### config.mk
export PLATFORM = sky130hd
export DESIGN_NAME = paint_ctrl_brush
export DESIGN_NICKNAME = d
export VERILOG_FILES = /design/src/rtl/paint_ctrl_brush.sv
export SDC_FILE = /design/constraint.sdc
export NUM_CORES = 1
export LEC_CHECK = 0
export ABC_CLOCK_PERIOD_IN_PS = 3900
export CORE_MARGIN = 2
export CORE_UTILIZATION = 50
export DETAILED_ROUTE_END_ITERATION = 8
export PLACE_DENSITY = 0.9
export SYNTH_ARGS = -nofsm -noshare
export SYNTH_HDL_FRONTEND = slang
export SYNTH_SLANG_ARGS = --single-unit
### constraint.sdc
create_clock -name clk -period 3.9 [get_ports clk]
set_input_delay 0.78 -clock clk [delete_from_list [all_inputs] [get_ports clk]]
set_output_delay 0.78 -clock clk [all_outputs]
set_load 0.1 [all_outputs]
### src/rtl/paint_ctrl_brush.sv
// paint_ctrl_brush: retro_paint controller. Samples the cursor, decodes latched
// key strobes, runs the cursor/palette drawers through level enables, and paints
// a square brush clipped to the canvas. Pixel writes go out over a valid/ready port.
module paint_ctrl_brush #(
  parameter int            XW        = 8,
  parameter int            YW        = 8,
  parameter int            CW        = 8,
  parameter int            PAL_XW    = 4,
  parameter int            CANVAS_W  = 64,
  parameter int            CANVAS_H  = 64,
  parameter int            BRUSH_MAX = 4,
  parameter logic [CW-1:0] DEF_COLOR = 8'h0F,
  parameter logic [CW-1:0] BG_COLOR  = 8'h00,
  localparam int           BSW       = $clog2(BRUSH_MAX + 1)
) (
  input  logic                 clk,
  input  logic                 rst,
  input  logic                 init,
  input  logic [XW-1:0]        in_x,
  input  logic [YW-1:0]        in_y,
  input  logic                 key_pal,
  input  logic                 key_enter,
  input  logic                 key_pal_ent,
  input  logic                 key_up,
  input  logic                 key_dn,
  input  logic                 key_erase,
  output logic                 kb_clr,
  output logic                 cursor_en,
  input  logic                 cursor_done,
  output logic                 pal_en,
  input  logic                 pal_done,
  input  logic [PAL_XW-1:0]    pal_x,
  input  logic [CW-PAL_XW-1:0] pal_y,
  output logic                 wr_valid,
  input  logic                 wr_ready,
  output logic [XW-1:0]        wr_x,
  output logic [YW-1:0]        wr_y,
  output logic [CW-1:0]        wr_data,
  output logic [CW-1:0]        color,
  output logic [BSW-1:0]       brush_size,
  output logic                 erase,
  output logic                 busy
);

  typedef enum logic [2:0] {
    S_IDLE, S_SAMPLE, S_DECODE, S_PAINT, S_CURSOR, S_PALETTE, S_PAL_CHECK, S_SET_COLOR
  } state_t;

  localparam logic [BSW-1:0] BS_ONE = BSW'(1);
  localparam logic [BSW-1:0] BS_MAX = BSW'(BRUSH_MAX);
  localparam logic [XW:0]    X_LIM  = (XW+1)'(CANVAS_W);
  localparam logic [YW:0]    Y_LIM  = (YW+1)'(CANVAS_H);

  state_t         state;
  logic [XW-1:0]  cur_x;
  logic [YW-1:0]  cur_y;
  logic [BSW-1:0] dx, dy;

  logic [BSW-1:0] nx_dx, nx_dy;
  logic [XW:0]    nx_px;
  logic [YW:0]    nx_py;
  logic           nx_inb;
  logic           last_px;
  logic [BSW-1:0] size_nx;
  logic           erase_nx;

  // Enables and status are pure decodes of the current state.
  assign kb_clr    = (state == S_DECODE) || (state == S_PAL_CHECK);
  assign cursor_en = (state == S_CURSOR);
  assign pal_en    = (state == S_PALETTE);
  assign busy      = (state != S_IDLE);

  // Next brush offset and pixel address; computed one bit wider so the canvas
  // clip sees coordinates that run past the top of the XW/YW range.
  always_comb begin
    // NOTE: every always_comb output gets a default first so no path leaves it unassigned (no latch).
    nx_dx   = '0;
    nx_dy   = '0;
    last_px = (dx == brush_size - BS_ONE) && (dy == brush_size - BS_ONE);
    if (state == S_PAINT) begin
      if (dx == brush_size - BS_ONE) begin
        nx_dx = '0;
        nx_dy = dy + BS_ONE;
      end else begin
        nx_dx = dx + BS_ONE;
        nx_dy = dy;
      end
    end
    nx_px  = {1'b0, cur_x} + (XW+1)'(nx_dx);
    nx_py  = {1'b0, cur_y} + (YW+1)'(nx_dy);
    nx_inb = (nx_px < X_LIM) && (nx_py < Y_LIM);
  end

  // Brush size / erase updates requested by the keys seen in DECODE.
  always_comb begin
    size_nx  = brush_size;
    erase_nx = erase ^ key_erase;
    if (key_up && !key_dn && (brush_size != BS_MAX))
      size_nx = brush_size + BS_ONE;
    else if (key_dn && !key_up && (brush_size != BS_ONE))
      size_nx = brush_size - BS_ONE;
  end

  // Controller FSM with registered write port, colour, brush and erase state.
  always_ff @(posedge clk) begin
    // NOTE: reset is synchronous here; state updates use non-blocking assignments so every
    // register sees pre-edge values.
    if (rst) begin
      state      <= S_IDLE;
      cur_x      <= '0;
      cur_y      <= '0;
      dx         <= '0;
      dy         <= '0;
      color      <= DEF_COLOR;
      brush_size <= BS_ONE;
      erase      <= 1'b0;
      wr_valid   <= 1'b0;
      wr_x       <= '0;
      wr_y       <= '0;
      wr_data    <= '0;
    end else begin
      case (state)
        S_IDLE: if (init) state <= S_SAMPLE;
        S_SAMPLE: begin
          cur_x <= in_x;
          cur_y <= in_y;
          state <= S_DECODE;
        end
        S_DECODE: begin
          brush_size <= size_nx;
          erase      <= erase_nx;
          if (key_pal) begin
            state <= S_PALETTE;
          end else if (key_enter) begin
            // Present the first brush pixel straight away; offsets start at 0.
            state    <= S_PAINT;
            dx       <= '0;
            dy       <= '0;
            wr_x     <= nx_px[XW-1:0];
            wr_y     <= nx_py[YW-1:0];
            wr_valid <= nx_inb;
            wr_data  <= erase_nx ? BG_COLOR : color;
          end else begin
            state <= S_CURSOR;
          end
        end
        S_PAINT: begin
          // A clipped pixel never raises valid, so it advances after one cycle.
          if (!wr_valid || wr_ready) begin
            if (last_px) begin
              wr_valid <= 1'b0;
              state    <= S_SAMPLE;
            end else begin
              dx       <= nx_dx;
              dy       <= nx_dy;
              wr_x     <= nx_px[XW-1:0];
              wr_y     <= nx_py[YW-1:0];
              wr_valid <= nx_inb;
            end
          end
        end
        S_CURSOR:  if (cursor_done) state <= S_SAMPLE;
        S_PALETTE: if (pal_done) state <= S_PAL_CHECK;
        S_PAL_CHECK: begin
          if (key_pal_ent)  state <= S_SET_COLOR;
          else if (key_pal) state <= S_SAMPLE;
          else              state <= S_PALETTE;
        end
        S_SET_COLOR: begin
          color <= {pal_y, pal_x};
          erase <= 1'b0;
          state <= S_SAMPLE;
        end
        default: state <= S_IDLE;
      endcase
    end
  end

endmodule
==> metrics.md <==
| Metric | Value |
|---|---|
| Outcome | `finished clean` |
| Post-Synth Adder-Cell Area | `between 5 and 6%` |
| Clock tree sinks | `62` |
| DIE WIDTH | `84.4 µm` |
| Resized Gates After CTS | `0` |
| ANT cells | `0` |
| Detailed Place HPWL | `5760 µm` |
| Worst-path fanout max | `7` |
| Non-Filler Instances | `541` |
| Relative slew slack | `25.3%` |
| Largest net degree at the start of global routing | `64` |
| Max stage delay on crit path | `0.45 ns` |
| Synth Area per Inst | `8.20 µm²` |
| Antenna violations before repair | `0` |
| Mux cell area share after synthesis | `1.98%` |
| Wire per inst | `14.9 µm` |
| Worst EP arrival | `between 3 and 4 ns` |
| Post-DRT Antenna Nets | `0` |
| Post-synthesis compound-gate area fraction | `about 18%` |
| Final min period | `3.33 ns` |
| Maxcap violations | `0` |
| Share of cells above drive strength 1 | `under 10%` |
| Power Density | `480 mW/mm²` |
| Mapped Cells | `approximately 390` |
| Area growth from synthesis to layout | `29.3%` |
| Die Height | `between 80 and 90 µm` |
| Initial drt markers | `259` |
| Ys flop type | `dfxtp_1` |
| Xor/xnor share of the synthesized area | `6.43%` |
| P_leak | `around 1.6 nW` |
| Fmax | `0.301 GHz` |
| Clock buffer depth | `2` |
| Synthesized area | `0.00323 mm²` |
| Via density | `5.62` |
| Setup TNS | `0 ns` |
| Netlist cell types | `53` |
| Critical-path top delay cell | `dfxtp_1` |
| Initial core utilization | `approximately half` |
| Min-Delay Path Class | `flip-flop to flip-flop` |
| Placed cells | `526` |
| Unrepaired setup endpoints after global routing | `false` |
| Reg clk slew, reported paths | `about 0.070 ns` |
| Dpl cell area | `0.00399 mm²` |
| Endpoint class of the critical path | `flip-flop` |
| YS warnings | `0` |
| Ys async rst share | `0%` |
| Total Routing Usage GR | `between 20% and 30%` |
| Routed WL | `8050 µm` |
| Post-CTS setup buffer count | `0` |
| Register area share after synthesis | `38.4%` |
| Largest family of logic cells by synthesized area | `simple AND/OR/NAND/NOR gates` |
| CTS Buf Count | `9` |
| Pin slew with the least headroom to its limit | `1.12 ns` |
| Clk_skew | `0.0112 ns` |
| Synthesized flop and latch total | `62` |
| Syn nets | `about 440` |
| Post-layout nets | `510` |
| Core Area | `approximately 0.0063 mm²` |
| Clk_lat worst skew | `0.33 ns` |
| Post-route cell area | `approximately 0.0042 mm²` |
| Drc violations | `0` |
| Initial DRT Pass Iterations | `4` |
| CTS H-tree lvls | `3` |
| Critical path required time | `4.15 ns` |
| Post-synth EDFFs | `0` |
| FILL cells | `about 520` |
| Synth Area in Simple Gates | `25.8%` |
| Row count | `29` |
| Final hold violations | `0` |
| Fin crit share | `a little under nine tenths` |
| Slew Viols, Final | `0` |
| Vias in the first global route | `2,892` |
| Hold-fix buffers, CTS | `0` |
| First-pass GRT wire length | `about 13,000 µm` |
| Die footprint | `slightly above 0.007 mm²` |
| Routability cong. | `~0.9` |
| Worst vdd ir | `0.000461 V` |
| I/O pin cnt | `77` |
| Crit path launch type | `flip-flop` |
| Endpoints failing setup | `0` |
| Vias | `roughly 3,000` |
| CTS root buffer | `clkbuf_8` |
| WS Path Type | `flip-flop to flip-flop` |
| TritonCTS clock tree | `built` |
| Crit path cell chain | `inv_1 -> ha_1 -> xnor2_1 -> nor3_4 -> xnor2_1 -> nor2_1 -> ha_1 -> fa_1 -> a21o_1 -> and4_1 -> mux2i_1 -> nand3b_1 -> o31ai_1` |
| Port Buffers | `between 70 and 80` |
| Congestion Overflow GR | `0` |
## layout make-up
| class | count | area, µm² | share of cell area (%) |
|---|---|---|---|
| multi-input combinational | 303 | 1870 | 44.7 |
| sequential | 62 | 1240 | 29.7 |
| timing repair buffer | 78 | 761 | 18.2 |
| clock buffer | 11 | 141 | 3.39 |
| tap | 77 | 96.3 | 2.31 |
| clock inverter | 4 | 47.5 | 1.14 |
| inverter | 6 | 22.5 | 0.539 |
## registers in the layout (all words and copies together), names as in the netlist, 3 cells and up
| signal | flops |
|---|---|
| brush_size | 3 |
| color | 8 |
| cur_x | 8 |
| cur_y | 8 |
| dx | 3 |
| dy | 3 |
| state | 3 |
| wr_data | 8 |
| wr_x | 8 |
| wr_y | 8 |
## power breakdown
part | switching (mW) | total (mW) | internal, mW
registers | 0.0886 | 0.784 | 0.696
logic | 0.470 | 0.679 | 0.209
clock network | 0.233 | 0.540 | 0.307
total | 0.791 | 2.00 | 1.21
## cells by family after synthesis
family,Yosys count
simple gates,170
compound gates,91
flops,62
buf+inv,29
xor+xnor,22
fa+ha+maj,14
mux,6
## stage by stage
stage,power (mW),util [%],worst slack [ns],hold slack (ns)
after floorplan,1.30,-,0.0652,0.441
after global placement,1.45,63.2,0.725,0.447
after detailed placement,1.47,63.2,0.602,0.453
after CTS,2.01,66.2,0.577,0.462
after global routing,2.10,66.2,0.262,0.482
final,2.00,66.2,0.572,0.462
## path summary, 6_finish.rpt
kind,end,cells past startpoint,startpoint,slack [ns]
max reg2reg,wr_valid$_SDFFE_PP0P_,13,brush_size[0]$_SDFFE_PP1P_,0.57
min,wr_data[3]$_SDFFE_PP0P_,2,wr_data[3]$_SDFFE_PP0P_,0.46
min reg2reg,wr_data[3]$_SDFFE_PP0P_,2,wr_data[3]$_SDFFE_PP0P_,0.46
max,wr_valid$_SDFFE_PP0P_,13,brush_size[0]$_SDFFE_PP1P_,0.57
## worst max-delay path: cells and delay by family (launching register included)
family / cells / cell delay (ns)
XOR/XNOR: 2 / 0.38
AO/OA/AOI/OAI: 2 / 0.37
adder cells (fa/ha/maj): 3 / 1.02
flip-flops: 1 / 0.45
AND/OR/NAND/NOR: 4 / 0.75
multiplexers: 1 / 0.16
buffers and inverters: 1 / 0.13
## cells in the mapped netlist (2+ instances only)
cell type   n  area, µm²
or3_1       2       12.5
nand2_1    69        259
nand4_1     2       12.5
and3b_1     3       26.3
mux2i_1     5       50.1
or2_2       2       12.5
dfxtp_1    62       1240
a211oi_1    7       52.6
a211o_1     2       17.5
nand2b_1    6       37.5
nor2_1     22       82.6
nand3_1    21        105
and3_1      5       31.3
inv_1       6       22.5
nor3_1     14       70.1
xor2_1      8       70.1
o31ai_1     2       15.0
a21oi_1    52        260
fa_1        2       40.0
clkbuf_1   20       75.1
and2_1      2       12.5
xnor2_1    13        114
ha_1       12        150
nand3b_1    8       60.1
a21o_1      2       15.0
o21ai_0    12       60.1
nor2b_1     7       43.8
## routing by layer
metal,global-route usage [%],share of wire [%]
met1,29.0,43
met2,38.0,48
met3,4.23,7.4
met4,10.1,1.8
met5,0,0
## placed cells by master (no fill, tap or decap), types with 2 or more instances in the layout
cell type	synthesis	layout
dfxtp_1	62	62
ha_1	12	12
a21oi_1	52	52
a21o_1	2	2
and3b_1	3	3
and3_1	5	5
nand3b_1	8	8
nor2_1	22	22
clkinv_2	0	2
nor3_1	14	14
a211o_1	2	2
and2_1	2	2
xor2_1	8	8
a211oi_1	7	7
mux2i_1	5	5
buf_4	1	6
xnor2_1	13	13
clkdlybuf4s50_1	0	71
clkbuf_8	0	10
o21ai_0	12	12
nor2b_1	7	7
o31ai_1	2	2
nand2_1	69	69
or2_2	2	2
or3_1	2	2
inv_1	6	6
fa_1	2	2
nand4_1	2	2
nand3_1	21	21
nand2b_1	6	6
(Power assumes the default switching activity.)
==> RTL change 1, RTL diff (same flow settings) <==
Encoding of `state_t`: now one-hot (8 bits for 8 states).
--- a/src/rtl/paint_ctrl_brush.sv
+++ b/src/rtl/paint_ctrl_brush.sv
@@ -42,8 +42,8 @@
   output logic                 busy
 );
 
-  typedef enum logic [2:0] {
-    S_IDLE, S_SAMPLE, S_DECODE, S_PAINT, S_CURSOR, S_PALETTE, S_PAL_CHECK, S_SET_COLOR
+  typedef enum logic [7:0] {
+    S_IDLE = 8'b00000001, S_SAMPLE = 8'b00000010, S_DECODE = 8'b00000100, S_PAINT = 8'b00001000, S_CURSOR = 8'b00010000, S_PALETTE = 8'b00100000, S_PAL_CHECK = 8'b01000000, S_SET_COLOR = 8'b10000000
   } state_t;
 
   localparam logic [BSW-1:0] BS_ONE = BSW'(1);
Check against the original RTL: same outputs for any inputs over 4 cycles, from zero or initial values and one cycle with rst high; so few cycles prove little.
==> RTL change 1 against the unedited design <==
- worst setup slack better by 0.058 ns
- design area rose by 7.6%
- routed wire length increased by 9.4%
- sequential share of layout area increased by 0.13 points
- core utilization barely moved
- clock skew shrank 0.0061 ns
- die area up 8.1%
- largest cell class unchanged
- sequential cell count rose by 5
- area after synthesis rose by 8.5%
Power is not compared: it rests on default switching activity, and its combinational part moved more than twofold at a synthesized area within 25%.
==> RTL change 1: results (changes against the unedited design) <==
logic_synthesis:
  synth_common_cells: "dfxtp_1 (67), nor2_1 (37), mux2i_1 (28)"
  synth_compound_area_share_pct: 14.1  # -3.6 points
  netlist_top_cells_area: "dfxtp_1 (38%), mux2i_1 (8.0%), ha_1 (4.3%)"
  synth_fp_nets: 423  # -4.7%
  synthAdderAreaFrac_pct: 5.43  # -0.46 points
  ys_types: 59  # +11%
  ys_seq_area_share_pct: 38.3  # -0.16 points
  synthMuxAreaShare_pct: 8.64  # +6.7 points
  synthXorXnorAreaFrac_pct: 6.14  # -0.29 points
routing:
  wire_per_inst_um: 16.1  # +8.0%
  via_per_inst: 5.70  # +1.4%
  drt-met1-wl_um: 3670  # +6.4%
  drt-pass1-iter-count: 7  # +3
  drt_iter0_markers: 202  # -22%
  wl_met3_um: 444  # -25%
  met2_length_um: 4420  # +15%
  dr_total_vias: 3122  # +2.7%
status:
  outcome: "finished clean"
clocking:
  cts_setup_buffers: 0  # unchanged
  insertion_delay_ns: 0.35  # +0.02 ns
  clk_pin_slew_worst_paths_ns: 0.07  # about the same
grt:
  grt_pass1_wl_um: 14100  # +6.1%
  grt_start_max_net_pins: 37  # -42%
  grt_usage_pct: 23.6  # +0.75 points
  grt_pass1_vias: 2993  # +3.5%
timing:
  worstMarginPinSlew_ns: 1.02  # -0.100 ns
  skew_ns: 0.00509  # -0.00609 ns
finish:
  drive_gt1_share_pct: 11.1  # +4.4 points
  finalNetCount: 497  # -2.5%
place:
  gp_congestion: 0.856  # -4.6%
  dp_hpwl_um: 6280  # +9.1%
  port_buffers: 76  # unchanged
  dp.cells: 532  # +1.1%
worst_setup_path:
  cp_max_fo: 8  # +1
  cp_data_arrival_time_ns: 3.55  # -0.03 ns
RTL change 1: cell count changes in the layout (fill, tap and decap cells not counted), moves of 5 or more:
cell	change
a211oi_1	-6
mux2i_1	+23
a21oi_1	-27
a211oi_2	+10
nor2_1	+15
nand3b_1	-5
o21ai_0	-9
o21ai_1	+9
nand2_1	-46
dfxtp_1	+5
RTL change 1: critical path, stage by stage (launching register included):
cell	delay, ns
dfxtp_1	0.48
inv_1	0.11
ha_1	0.39
xor2_1	0.25
nand3_1	0.23
xor2_1	0.25
nor2_1	0.07
ha_1	0.23
fa_1	0.42
a21oi_1	0.26
nor2_1	0.13
nor2_1	0.10
o2111ai_1	0.12
o21ai_1	0.17
RTL change 1: layout make-up:
type,instances,area [um^2]
sequential,67,1340
clock buffer,12,155
multi-input combinational,277,2000
fill,531,2300
tap,96,120
inverter,11,41.3
clock inverter,4,48.8
timing repair buffer,81,783
RTL change 1: path summary, 6_finish.rpt:
path | start | endpoint | slack (ns) | cells after the start
setup / recovery | brush_size[0] | wr_valid | 0.63 | 13
hold reg to reg | wr_data[0] | wr_data[0] | 0.45 | 2
hold / removal | wr_data[0] | wr_data[0] | 0.45 | 2
setup reg to reg | brush_size[0] | wr_valid | 0.63 | 13
RTL change 1: layer usage:
layer / vias up / GRT usage, %
met5: - / 0
met4: 0 / 8.81
met3: 24 / 6.60
met2: 103 / 39.7
met1: 1496 / 28.8
li1: 1499 / -
RTL change 1: per-stage QoR:
stage / cell area (um^2) / total power [uW] / utilization, % / setup WS, ns
floorplan: 3500 / 1000 / - / 0.293
global placement: 4290 / 1080 / 63.1 / 0.892
detailed placement: 4290 / 1090 / 63.1 / 0.702
CTS: 4490 / 1670 / 66.2 / 0.646
global route: 4490 / 1740 / 66.2 / 0.311
finish: 4490 / 1670 / 66.2 / 0.630
==> RTL change 2, RTL diff (config.mk and constraints unchanged) <==
Without the edit above. `BRUSH_MAX`: 4 -> 2.
--- a/src/rtl/paint_ctrl_brush.sv
+++ b/src/rtl/paint_ctrl_brush.sv
@@ -8,7 +8,7 @@
   parameter int            PAL_XW    = 4,
   parameter int            CANVAS_W  = 64,
   parameter int            CANVAS_H  = 64,
-  parameter int            BRUSH_MAX = 4,
+  parameter int            BRUSH_MAX = 2,
   parameter logic [CW-1:0] DEF_COLOR = 8'h0F,
   parameter logic [CW-1:0] BG_COLOR  = 8'h00,
   localparam int           BSW       = $clog2(BRUSH_MAX + 1)
Interface: changed (resized brush_size); port bits go from 77 to 76. The function was not compared with the original's and may differ.
==> RTL change 2 against the unedited design <==
- worst hold slack lost 0.0077 ns
- critical endpoint unchanged
- design area decreased by 11%
- area after synthesis shrank 14%
- worst setup slack improved by 0.29 ns
- final cell count down 10%
- die area is 14% lower
- non-clock buffer count is 3 lower
- routed wire length fell by 17%
- via count down 15%
- sequential share of layout area increased by 2.1 points
- critical path type unchanged
- sequential cell count down 3
Power is not compared: it rests on default switching activity, and its combinational part moved more than twofold at a synthesized area within 25%.
==> RTL change 2: results (changes against the unedited design) <==
place:
  gp_congestion: 0.807  # -10%
  port_buffers: 75  # -1.3%
  pre_cts_ws_ns: 0.873  # +0.271 ns
  dp_hpwl_um: 4740  # -18%
timing:
  skew_ns: 0.00368  # -0.00750 ns
  slew_headroom_pct: 20.1  # -5.2 points
worst_setup_path:
  cp_max_fo: 6  # -1
  cpMaxStageDelayCell: "nor4bb_1"
  cp_top_family: "simple AND/OR/NAND/NOR gates"
  cp_data_arrival_time_ns: 3.31  # -0.27 ns
  max_stage_delay_ns: 0.48  # +0.03 ns
finish:
  drive_gt1_share_pct: 5.31  # -1.4 points
  finalNetCount: 454  # -11%
  diodes: 0  # unchanged
  fill_cells: 446  # -15%
logic_synthesis:
  ys_seq_area_share_pct: 42.7  # +4.3 points
  netlist_top_cells_area: "dfxtp_1 (43%), nand2_1 (9.4%), a21oi_1 (7.2%)"
  ys_types: 39  # -26%
  yosys_warnings: 0  # unchanged
  synth_common_cells: "nand2_1 (69), dfxtp_1 (59), a21oi_1 (40)"
  synth_fp_nets: 387  # -13%
  async_flop_share_pct: 0  # unchanged
clocking:
  clk_pin_slew_worst_paths_ns: 0.06
  cts_setup_buffers: 0  # unchanged
  ctsLongestPathBuffers: 2  # unchanged
  insertion_delay_ns: 0.34
  htreeDepth: 3  # unchanged
  cts-buffers-inserted: 9  # unchanged
  cts_root_buffer: "clkbuf_8"
  cts.repair.resized: 0  # unchanged
power:
  p_int_uw: 1080
  p_leak_uw: 0.00130
  max-vdd-ir-drop_v: 0.000355
status:
  outcome: "finished clean"
grt:
  grt_pass1_vias: 2386  # -17%
  grt_pass1_wl_um: 11100  # -16%
  grt_start_max_net_pins: 55  # -14%
  antenna_found_initial: 0  # unchanged
  grt_usage_pct: 23.2  # +0.38 points
routing:
  dr_total_vias: 2593  # -15%
  wire_per_inst_um: 13.7  # -7.7%
  drt_iter0_markers: 189  # -27%
  drt-pass1-iter-count: 5  # +1
min_path:
  hold_class: "flop to flop"
-- RTL change 2: path summary, 6_finish.rpt --
path | startpoint | end | slack [ns] | depth (start not counted)
max | brush_size[0] | wr_valid | 0.86 | 12
min | wr_data[0] | wr_data[0] | 0.45 | 2
max reg2reg | brush_size[0] | wr_valid | 0.86 | 12
min reg2reg | wr_data[0] | wr_data[0] | 0.45 | 2
-- RTL change 2: worst reg2reg max path: stages, from the launching register on --
cell,delay [ns]
dfxtp_1,0.42
inv_1,0.11
ha_1,0.36
xor2_1,0.18
nor3b_1,0.25
xnor2_1,0.19
nor2_1,0.13
ha_1,0.30
a21oi_1,0.08
nor4bb_1,0.49
xnor2_1,0.24
nand3_1,0.10
o21ai_0,0.14
-- RTL change 2: stage by stage --
step,hold WS (ns),area [um^2],instances,util (%)
6_report,0.454,3710,486,68.7
5_1_grt,0.466,3710,486,68.7
4_1_cts,0.452,3710,486,68.7
3_5_place_dp,0.444,3520,471,65.1
3_3_place_gp,0.440,3520,471,65.1
2_1_floorplan,0.441,2770,343,-
-- RTL change 2: layout make-up --
| class | count | area (um^2) | area share [%] |
|---|---|---|---|
| Clock buffer | 13 | 159 | 4.28 |
| Tap cell | 72 | 90.1 | 2.43 |
| Sequential cell | 59 | 1180 | 31.8 |
| Clock inverter | 2 | 35.0 | 0.944 |
| Timing Repair Buffer | 75 | 736 | 19.8 |
| Multi-Input combinational cell | 258 | 1480 | 40.0 |
| Inverter | 7 | 26.3 | 0.708 |
-- RTL change 2: power by group through the flow --
stage | Combinational, uW | Sequential, uW | Clock [uW]
6_report | 338 | 686 | 557
5_1_grt | 364 | 692 | 585
4_1_cts | 338 | 685 | 564
3_5_place_dp | 336 | 698 | 0
3_3_place_gp | 329 | 695 | 0
2_1_floorplan | 189 | 748 | 0
-- RTL change 2: per-layer routing --
layer  track usage (%)  vias up  share of wire (%)
met1              28.9     1195                 43
met5                 0        -                  0
met4              11.8        0                2.1
met3              5.17       13                6.1
met2              37.9       80                 49
li1                  -     1305                  -
-- RTL change 2: cell families (layout without fill, tap and decap cells) --
kind of cell	Yosys count	count (layout)	share of synthesized area [%]
AOI/OAI and AO/OA	69	69	14.8
xor gates and xnor gates	20	20	6.34
adders and majority gates	8	8	4.16
buffers and inverters	26	97	3.76
DFF	59	59	42.7
muxes	4	4	1.45
and+or+nand+nor	157	157	26.8
